===== src/rtl/sgt_share_arbiter.sv =====
// sgt_share_arbiter: round-robin arbiter sharing one signed subtract/compare datapath among N requesters
module sgt_share_arbiter #(
  parameter int N = 4,
  parameter int WIDTH = 4,
  parameter int IDW = (N > 1) ? $clog2(N) : 1
) (
  input  logic                 CLK,
  input  logic                 ASYNCRESETN,
  input  logic [N-1:0]         REQ_VALID,
  output logic [N-1:0]         REQ_READY,
  input  logic [N*WIDTH-1:0]   REQ_A,
  input  logic [N*WIDTH-1:0]   REQ_B,
  output logic                 RSP_VALID,
  input  logic                 RSP_READY,
  output logic [IDW-1:0]       RSP_ID,
  output logic [WIDTH-1:0]     RSP_DIFF,
  output logic                 RSP_OVF,
  output logic                 RSP_GT
);
  typedef enum logic {EMPTY, FULL} state_t;
  state_t state_q, state_d;
  logic [IDW-1:0] ptr_q, ptr_d, id_q, id_d, gnt;
  logic [WIDTH-1:0] diff_q, diff_d, a, b, diff;
  logic ovf_q, ovf_d, gt_q, gt_d, xfer;
  always_comb begin
    gnt = ptr_q;
    // scan downward so the lowest offset from ptr_q wins
    for (int k = N - 1; k >= 0; k--)
      if (REQ_VALID[(int'(ptr_q) + k) % N]) gnt = IDW'((int'(ptr_q) + k) % N);
    xfer = ASYNCRESETN && (|REQ_VALID) && (state_q == EMPTY || RSP_READY);
    REQ_READY = '0;
    REQ_READY[gnt] = xfer;
    a = REQ_A[int'(gnt)*WIDTH +: WIDTH];
    b = REQ_B[int'(gnt)*WIDTH +: WIDTH];
    diff = a - b;
    state_d = xfer ? FULL : (RSP_READY ? EMPTY : state_q);
    id_d = xfer ? gnt : id_q;
    diff_d = xfer ? diff : diff_q;
    ovf_d = xfer ? (a[WIDTH-1] != b[WIDTH-1]) && (diff[WIDTH-1] != a[WIDTH-1]) : ovf_q;
    gt_d = xfer ? ($signed(a) > $signed(b)) : gt_q;
    ptr_d = xfer ? ((int'(gnt) == N - 1) ? '0 : gnt + 1'b1) : ptr_q;
  end
  always_ff @(posedge CLK or negedge ASYNCRESETN) begin
    if (!ASYNCRESETN) begin
      state_q <= EMPTY;
      ptr_q <= '0;
      id_q <= '0;
      diff_q <= '0;
      ovf_q <= 1'b0;
      gt_q <= 1'b0;
    end else begin
      state_q <= state_d;
      ptr_q <= ptr_d;
      id_q <= id_d;
      diff_q <= diff_d;
      ovf_q <= ovf_d;
      gt_q <= gt_d;
    end
  end
  assign RSP_VALID = (state_q == FULL);
  assign RSP_ID = id_q;
  assign RSP_DIFF = diff_q;
  assign RSP_OVF = ovf_q;
  assign RSP_GT = gt_q;
endmodule


===== config.mk =====
export PLATFORM = sky130hd
export DESIGN_NAME = sgt_share_arbiter
export DESIGN_NICKNAME = d
export VERILOG_FILES = /design/src/rtl/sgt_share_arbiter.sv
export SDC_FILE = /design/constraint.sdc
export NUM_CORES = 1
export LEC_CHECK = 0
export ABC_AREA = 1
export ABC_CLOCK_PERIOD_IN_PS = 3300
export BUFFER_PORTS_ARGS = -buffer_cell sky130_fd_sc_hd__buf_2
export CORE_MARGIN = 10
export CORE_UTILIZATION = 45
export CTS_BUF_LIST = sky130_fd_sc_hd__clkbuf_2
export DETAILED_ROUTE_END_ITERATION = 10
export PLACE_DENSITY = 0.77
export SLEW_MARGIN = 5
export SYNTH_ARGS = -nofsm -noshare
export SYNTH_HDL_FRONTEND = slang
export SYNTH_SLANG_ARGS = --single-unit

===== constraint.sdc =====
create_clock -name CLK -period 3.3 [get_ports CLK]
set_input_delay 0.165 -clock CLK [delete_from_list [all_inputs] [get_ports CLK]]
set_output_delay 0.165 -clock CLK [all_outputs]
set_load 0.03 [all_outputs]

==> flow_metrics.tcl, run 1 <==
set metrics [dict create \
    status "completed" \
    firstDrtPassIters 4 \
    grt_first_pass_wirelength_um 5120 \
    critPathMostFrequentCell "nand2_1" \
    setup_viol 0 \
    hold_viol 0 \
    yosysWarnings 0 \
    drc 0 \
    area_growth_pct 26.9 \
    htreeDepth 1 \
    timing.final.crit_share_pct 90.8 \
    crit_buf_inv 5 \
    slowest_delay_ns 0.45 \
    slowest_stage "dfrtp_2" \
    slew_headroom_pct 55.0 \
    final_cell_mix "54 x nand2_1, 51 x buf_2, 20 x inv_1" \
    fin_ws_ns 0.303 \
    nNetsFinal 278 \
    vias 1259 \
    rows 18 \
    die_w_um 70.8 \
    crit_fanout 7 \
    ys_seq_area_share_pct 23.7 \
    worst_setup_path_end_kind "flip-flop" \
    cp.arrival_ns 3.12 \
    wl_um 3140 \
    grt_antenna_before_repair 0 \
    start_util_pct 46.9 \
    grt_pass1_vias 1196 \
    io_pins 52 \
    gp_congestion 0.929 \
    start_kind "flip-flop" \
    routed_via_density 4.86 \
    worstSkewPairLatency_ns 0.25 \
    port_buffers 51 \
    syn_area_per_cell_sq_um 6.60 \
    dp_hpwl_um 2590 \
    wl_per_cell_um 12.1 \
    cts_buffers 3 \
    cts_tree "done" \
    path_cells "clkbuf_2, nand2_1, nand2_1, nand2_1, nand2_1, inv_2, nand3_1, nand3_1, nand2_1, buf_4, nand3_1, nand2_1, ha_1, inv_1, fa_1, nand2_1, inv_1, o31ai_1, mux2_2, o21ai_0" \
    grt_max_degree 21 \
    finClkSkew_ns 0.00250 \
    syn_area_sq_um 1160 \
    cts_root_buf "clkbuf_2" \
    worstMarginPinSlew_ns 0.674 \
    drive_gt1_share_pct 33.2 \
    first_iter_violations 48 \
    critPathRequiredTime_ns 3.42 \
    holdWs_ns 0.166 \
    final_max_slew_viol_count 0 \
    hp-class "input port to flip-flop" \
    preCtsSetupSlack_ns 0.229 \
    yosysUniqueCellTypes 29 \
    syn-num-nets 224 \
    cp_top_family "simple AND/OR/NAND/NOR gates" \
    cap_violations 0 \
    overflow 0 \
    final_util_pct 59.5 \
    cts_sinks 11 \
    setup_tns_ns 0 \
    synth.ff_latch_count 11 \
    grt_use_total_pct 11.7 \
    fmax_mhz 334 \
    drt.antenna.violating_nets 0 \
    dieArea_sq_um 5010 \
    fin_crit_ns 3.00 \
    n_antenna_cell 0 \
    regArea_sq_um 277 \
    mostFrequentLayoutCell "nand2_1" \
    core_sq_um 2480 \
    worstSetupPathType "flip-flop to flip-flop" \
    die_h_um 70.8 \
    syn_inst 176 \
    clkTransAtPathRegs_ns 0.11 \
    multiInputGateArea_sq_um 748 \
    ctsLongestPathBuffers 2 \
    num-fill-cells 246 \
]
[final timing paths]
kind / start / to / slack (ns) / cells past startpoint
max: ptr_q[0]$_DFFE_PN0P_ / RSP_GT$_DFFE_PN0P_ / 0.30 / 20
min: RSP_READY / RSP_VALID$_DFFE_PN0P_ / 0.17 / 4
max reg2reg: ptr_q[0]$_DFFE_PN0P_ / RSP_GT$_DFFE_PN0P_ / 0.30 / 20
min reg2reg: RSP_OVF$_DFFE_PN0P_ / RSP_OVF$_DFFE_PN0P_ / 0.49 / 2
max in group asynchronous: ASYNCRESETN / ptr_q[0]$_DFFE_PN0P_ / 2.78 / 2
min in group asynchronous: ASYNCRESETN / RSP_VALID$_DFFE_PN0P_ / 0.30 / 2
[state kept, by name (all words and copies together) (netlist names)]
name / flops
RSP_VALID: 1
RSP_DIFF: 4
RSP_GT: 1
RSP_ID: 2
RSP_OVF: 1
ptr_q: 2
[per-layer routing]
layer,track usage (%),up-vias,wire (um)
met2,20.9,47,1600
met5,0,-,0
met4,3.01,0,25
li1,-,670,-
met3,3.49,10,206
met1,13.1,532,1310
[area by class of cell]
cell class	instances	share of cell area, %
inverter	25	7.22
clock buffer	4	1.36
tap	30	2.55
sequential	11	18.8
timing repair buffer	55	19.4
multi-input combinational	134	50.8
[cell usage after synthesis, drive strengths merged]
| library cell | number | area [sq um] |
|---|---|---|
| nor2 | 17 | 63.8 |
| nand2 | 58 | 238 |
| o21ai | 13 | 65.1 |
| inv | 25 | 101 |
| fa | 1 | 20.0 |
| a21oi | 1 | 5.00 |
| buf | 4 | 37.5 |
| o22a | 2 | 17.5 |
| o211ai | 2 | 25.0 |
| mux2 | 1 | 11.3 |
| dfrtp | 11 | 275 |
| nand4 | 1 | 6.26 |
| clkbuf | 2 | 7.51 |
| xor2 | 1 | 8.76 |
| or2 | 2 | 12.5 |
| o21a | 2 | 15.0 |
| ha | 8 | 100 |
| o22ai | 1 | 6.26 |
| o31ai | 4 | 40.0 |
| nand3 | 20 | 105 |
[metrics by stage]
step	instances	area, sq um
final	259	1470
after global routing	259	1470
after CTS	257	1450
after detailed placement	252	1420
after global placement	252	1420
after floorplan	176	1160
[worst reg2reg max path: stages (launching register included)]
cell and delay (ns):
dfrtp_2 0.45, clkbuf_2 0.20, nand2_1 0.07, nand2_1 0.08, nand2_1 0.08, nand2_1 0.08
inv_2 0.04, nand3_1 0.07, nand3_1 0.06, nand2_1 0.24, buf_4 0.23, nand3_1 0.08
nand2_1 0.09, ha_1 0.17, inv_1 0.05, fa_1 0.37, nand2_1 0.07, inv_1 0.05
o31ai_1 0.16, mux2_2 0.17, o21ai_0 0.06
[cells by family after synthesis]
| group | synth area share (%) |
|---|---|
| flip-flops | 23.7 |
| XOR/XNOR | 0.754 |
| multiplexers | 0.970 |
| buffers and inverters | 12.6 |
| adder cells (fa/ha/maj) | 10.3 |
| AO/OA/AOI/OAI | 15.0 |
| AND/OR/NAND/NOR | 36.6 |
[what timing repair did]
item,CTS,global route
endpoints found under the setup margin,0,1
gates resized for setup,0,5
endpoints found under the hold margin,11,0
hold buffers,1,0
buffers inserted,0,2
Power of run 1 is left out: the tool's default activity adds up to more than one toggle a clock period on the data nets, which glitch-free logic cannot reach.
==> run 2, diff against run 1 <==
- GPL_TIMING_DRIVEN: default -> 0
- MAX_ROUTING_LAYER: default -> met4
==> run 2 against run 1 <==
  * Register-to-register slack is essentially flat
  * Sequential share of layout area shrank 0.32 points
  * Design area grew 1.3%
  * Utilization grew 0.76 points
  * Cell count grew 1.2%
  * Non-clock buffer count grew 3
  * Fmax grew 0.33%
  * Via count grew 2.0%
  * Clock skew grew 0.0059 ns
  * Critical path depth grew 3
  * Worst hold slack lost 0.0069 ns
  * Routed wire length is essentially flat
==> flow_metrics.tcl, run 2 (synthesis results as in run 1) <==
set metrics [dict create \
    hp-class "input port to flip-flop" \
    start_kind "flip-flop" \
    port_buffers 51 \
    cts_buffers 3 \
    grt_pass1_vias 1262 \
    worst_setup_path_end_kind "flip-flop" \
    drt.antenna.violating_nets 0 \
    io_pins 52 \
    finClkSkew_ns 0.00838 \
    overflow 0 \
    wl_um 3140 \
    slew_headroom_pct 69.8 \
    mostFrequentLayoutCell "nand2_1" \
    status "completed" \
    first_iter_violations 60 \
    whs_endpoint "RSP_VALID$_DFFE_PN0P_" \
    wl_per_cell_um 12.0 \
    dieArea_sq_um 5010 \
    fin_cells 262 \
    ctsLongestPathBuffers 2 \
    rsz0062_at_grt "false" \
    vias 1284 \
    fin_crit_ns 2.99 \
    timing.final.crit_share_pct 90.5 \
    n_antenna_cell 0 \
    die_h_um 70.8 \
    nNetsFinal 281 \
    hold_viol 0 \
    holdWs_ns 0.159 \
    r2r_slack_ns 0.31 \
    firstDrtPassIters 4 \
    r2r_end "RSP_GT$_DFFE_PN0P_" \
    cap_violations 0 \
    crit_fanout 11 \
    rows 18 \
    hold_start "RSP_READY" \
    worstSetupPathType "flip-flop to flip-flop" \
    cts_sinks 11 \
    dp.cells 257 \
    cts_tree "done" \
    area_growth_pct 28.6 \
    core_sq_um 2480 \
    cts_root_buf "clkbuf_2" \
    hold_depth 4 \
    grt_first_pass_wirelength_um 5380 \
    drc 0 \
    critPathRequiredTime_ns 3.46 \
    drive_gt1_share_pct 34.1 \
    worstSkewPairLatency_ns 0.28 \
    htreeDepth 1 \
    dp_hpwl_um 2670 \
    grt_use_total_pct 12.5 \
    multiInputGateArea_sq_um 748 \
    die_w_um 70.8 \
    grt_antenna_before_repair 0 \
    setup_viol 0 \
    reg2reg_depth 23 \
    worstMarginPinSlew_ns 0.452 \
    grt_max_degree 13 \
    routed_via_density 4.90 \
    setup_tns_ns 0 \
    clkTransAtPathRegs_ns 0.11 \
    gp_congestion 0.875 \
    largest_reg_flops 4 \
    worstReg2RegStart "ptr_q[0]$_DFFE_PN0P_" \
    cp.arrival_ns 3.15 \
    final_cell_mix "54 x nand2_1, 51 x buf_2, 20 x inv_1" \
    regArea_sq_um 275 \
    start_util_pct 46.9 \
    final_max_slew_viol_count 0 \
    fmax_mhz 335 \
    num-fill-cells 261 \
]
-- run 2: worst max-delay path: stages (launching register included) --
cell	delay, ns
dfrtp_1	0.39
buf_6	0.15
inv_6	0.08
nand2_1	0.05
nand2_1	0.09
nand2_1	0.08
nand2_1	0.06
nand2_1	0.06
nand2_2	0.07
nand2_2	0.06
nand2_4	0.07
nand2_4	0.09
inv_4	0.09
buf_6	0.14
nor2_1	0.05
o31ai_2	0.19
ha_2	0.22
inv_1	0.06
fa_2	0.34
nand2_1	0.07
inv_1	0.06
o31ai_1	0.17
mux2_2	0.18
o21ai_0	0.07
-- run 2: repair_timing --
action / 4_1_cts / 5_1_grt
hold buffers: 1 / 0
setup buffers: 0 / 0
endpoints found under the hold margin: 11 / 0
gates resized for setup: 0 / 4
endpoints found under the setup margin: 0 / 1
-- run 2: final cells by class --
type / instances / area share [%]
tap: 30 / 2.51
multi-input combinational: 134 / 50.1
inverter: 25 / 6.79
buffer: 6 / 3.02
clock buffer: 4 / 1.34
timing repair buffer: 52 / 17.8
sequential: 11 / 18.4
-- run 2: through the flow --
| step | worst slack [ns] | utilization, % | instance area (sq um) |
|---|---|---|---|
| 2_1_floorplan | 0.572 | - | 1160 |
| 3_3_place_gp | 0.301 | 58.7 | 1450 |
| 3_5_place_dp | 0.239 | 58.7 | 1450 |
| 4_1_cts | 0.235 | 59.9 | 1480 |
| 5_1_grt | 0.0455 | 60.3 | 1490 |
| 6_report | 0.313 | 60.3 | 1490 |
-- run 2: worst max-delay path by stage --
| stage | start | end | slack [ns] | depth (start not counted) |
|---|---|---|---|---|
| after floorplan | ptr_q[0]$_DFFE_PN0P_ | RSP_GT$_DFFE_PN0P_ | 0.57 | 23 |
| after global placement | ptr_q[0]$_DFFE_PN0P_ | RSP_GT$_DFFE_PN0P_ | 0.30 | 23 |
| after detailed placement | ptr_q[0]$_DFFE_PN0P_ | RSP_GT$_DFFE_PN0P_ | 0.24 | 23 |
| after CTS | ptr_q[0]$_DFFE_PN0P_ | RSP_GT$_DFFE_PN0P_ | 0.23 | 23 |
| after global routing | ptr_q[0]$_DFFE_PN0P_ | RSP_GT$_DFFE_PN0P_ | 0.05 | 23 |
| final | ptr_q[0]$_DFFE_PN0P_ | RSP_GT$_DFFE_PN0P_ | 0.31 | 23 |
-- run 2: per-layer routing --
metal  up-vias  routed length (um)  global-route usage [%]  part of all wire [%]
li1        679                   -                       -                     -
met1       570                1340                    14.0                    43
met2        32                1650                    22.5                    52
met3         3                 149                    2.79                   4.7
met4         0                   8                    1.94                  0.25
met5         -                   0                       -                     0
Power of run 2 is left out for the same reason.
==> run 3, diff against run 2 <==
- ABC_CLOCK_PERIOD_IN_PS: 3300 -> 3800
- clock period: 3.3 -> 3.8 ns (I/O delays scaled with it)
==> run 3 against run 2 <==
  * Worst hold slack gained 0.024 ns
  * Sequential share of layout area grew 0.11 points
  * Die area is the same
  * Global-route usage is the same
  * Largest cell class unchanged
==> flow_metrics.tcl, run 3 (synthesis results as in run 1) <==
set metrics [dict create \
    status "completed" \
    clkTransAtPathRegs_ns 0.11 \
    finClkSkew_ns 0.00825 \
    worst_setup_path_end_kind "flip-flop" \
    drive_gt1_share_pct 32.3 \
    path_cells "buf_6, inv_6, nand2_1, nand2_1, nand2_1, nand2_1, inv_2, nand2_2, nand2_2, nand2_4, nand2_4, inv_4, buf_6, nor2_1, o31ai_2, ha_1, inv_1, fa_1, nand2_1, inv_1, o31ai_1, mux2_2, o21ai_0" \
    core_sq_um 2480 \
    grt_first_pass_wirelength_um 5380 \
    worstSetupPathType "flip-flop to flip-flop" \
    dp_hpwl_um 2670 \
    hp-class "input port to flip-flop" \
    timing.final.crit_share_pct 80.4 \
    r2r_slack_ns 0.74 \
    slowest_delay_ns 0.40 \
    htreeDepth 1 \
    dpl_cell_area_sq_um 1450 \
    slew_headroom_pct 69.7 \
    ctsLongestPathBuffers 2 \
    grt_max_degree 13 \
    hold_viol 0 \
    cap_violations 0 \
    cts_sinks 11 \
    io_pins 52 \
    worstMarginPinSlew_ns 0.454 \
    final_cell_mix "54 x nand2_1, 51 x buf_2, 21 x inv_1" \
    dieArea_sq_um 5010 \
    wl_per_cell_um 12.1 \
    area_growth_pct 27.8 \
    first_iter_violations 43 \
    crit_fanout 11 \
    die_h_um 70.8 \
    cp.arrival_ns 3.21 \
    vias 1288 \
    postCtsResizedCells 0 \
    cts_tree "done" \
    final_max_slew_viol_count 0 \
    grt_use_total_pct 12.5 \
    critPathRequiredTime_ns 3.96 \
    cp_top_family "simple AND/OR/NAND/NOR gates" \
    slowest_stage "fa_1" \
    critPathMostFrequentCell "nand2_1" \
    largest_reg_flops 4 \
    grt_antenna_before_repair 0 \
    nNetsFinal 281 \
    cts_root_buf "clkbuf_2" \
    cts_buffers 3 \
    setup_tns_ns 0 \
    n_antenna_cell 0 \
    worstSkewPairLatency_ns 0.28 \
    final_area_sq_um 1480 \
    mostFrequentLayoutCell "nand2_1" \
    holdWs_ns 0.183 \
    routed_via_density 4.92 \
    fmax_mhz 327 \
    die_w_um 70.8 \
    start_kind "flip-flop" \
    drt.antenna.violating_nets 0 \
    gp_congestion 0.875 \
    port_buffers 51 \
    fin_cells 262 \
    setup_viol 0 \
    start_util_pct 46.9 \
    drc 0 \
    firstDrtPassIters 4 \
    grt_pass1_vias 1262 \
    rows 18 \
    crit_buf_inv 7 \
    overflow 0 \
    fin_crit_ns 3.06 \
    dp.cells 257 \
    wl_um 3160 \
    rsz0062_at_grt "false" \
]
[run 3: cell counts in the layout (fill, tap and decap cells not counted)]
No cell type changed its count.
[run 3: timing repair]
| action | 4_1_cts | 5_1_grt |
|---|---|---|
| hold buffers | 1 | 0 |
| buffers inserted | 0 | 0 |
| hold endpoints to repair | 11 | 0 |
[run 3: cell type report]
| type | count | area (sq um) |
|---|---|---|
| Timing Repair Buffer | 52 | 265 |
| Tap cell | 30 | 37.5 |
| Multi-Input combinational cell | 134 | 739 |
| Clock buffer | 4 | 20.0 |
| Buffer | 6 | 45.0 |
| Inverter | 25 | 101 |
| Sequential cell | 11 | 275 |
| Fill cell | 264 | 993 |
[run 3: worst paths after layout]
path / from / endpoint / depth (start not counted)
worst max-delay path: ptr_q[0]$_DFFE_PN0P_ / RSP_GT$_DFFE_PN0P_ / 23
worst min-delay path: RSP_READY / RSP_VALID$_DFFE_PN0P_ / 4
worst max register to register: ptr_q[0]$_DFFE_PN0P_ / RSP_GT$_DFFE_PN0P_ / 23
worst min register to register: RSP_DIFF[1]$_DFFE_PN0P_ / RSP_DIFF[1]$_DFFE_PN0P_ / 2
max in group asynchronous: ASYNCRESETN / RSP_OVF$_DFFE_PN0P_ / 2
min in group asynchronous: ASYNCRESETN / RSP_DIFF[1]$_DFFE_PN0P_ / 2
[run 3: worst register-to-register path, stage by stage, from the launching register on]
cell	delay, ns
dfrtp_1	0.39
buf_6	0.14
inv_6	0.07
nand2_1	0.05
nand2_1	0.08
nand2_1	0.08
nand2_1	0.08
inv_2	0.04
nand2_2	0.08
nand2_2	0.06
nand2_4	0.07
nand2_4	0.09
inv_4	0.09
buf_6	0.14
nor2_1	0.06
o31ai_2	0.19
ha_1	0.22
inv_1	0.06
fa_1	0.40
nand2_1	0.08
inv_1	0.05
o31ai_1	0.17
mux2_2	0.18
o21ai_0	0.07
[run 3: layer usage]
metal | routed length (um) | GRT usage, % | part of all wire (%)
met5 | 0 | - | 0
met3 | 139 | 2.79 | 4.4
met2 | 1670 | 22.5 | 53
met4 | 8 | 1.94 | 0.25
met1 | 1350 | 14.0 | 43
[run 3: per-stage QoR]
| stage | setup slack, ns | utilization [%] |
|---|---|---|
| after floorplan | 1.07 | - |
| after global placement | 0.801 | 58.7 |
| after detailed placement | 0.739 | 58.7 |
| after CTS | 0.735 | 59.9 |
| after global routing | 0.446 | 59.9 |
| final | 0.745 | 59.9 |
Power of run 3 is left out for the same reason.
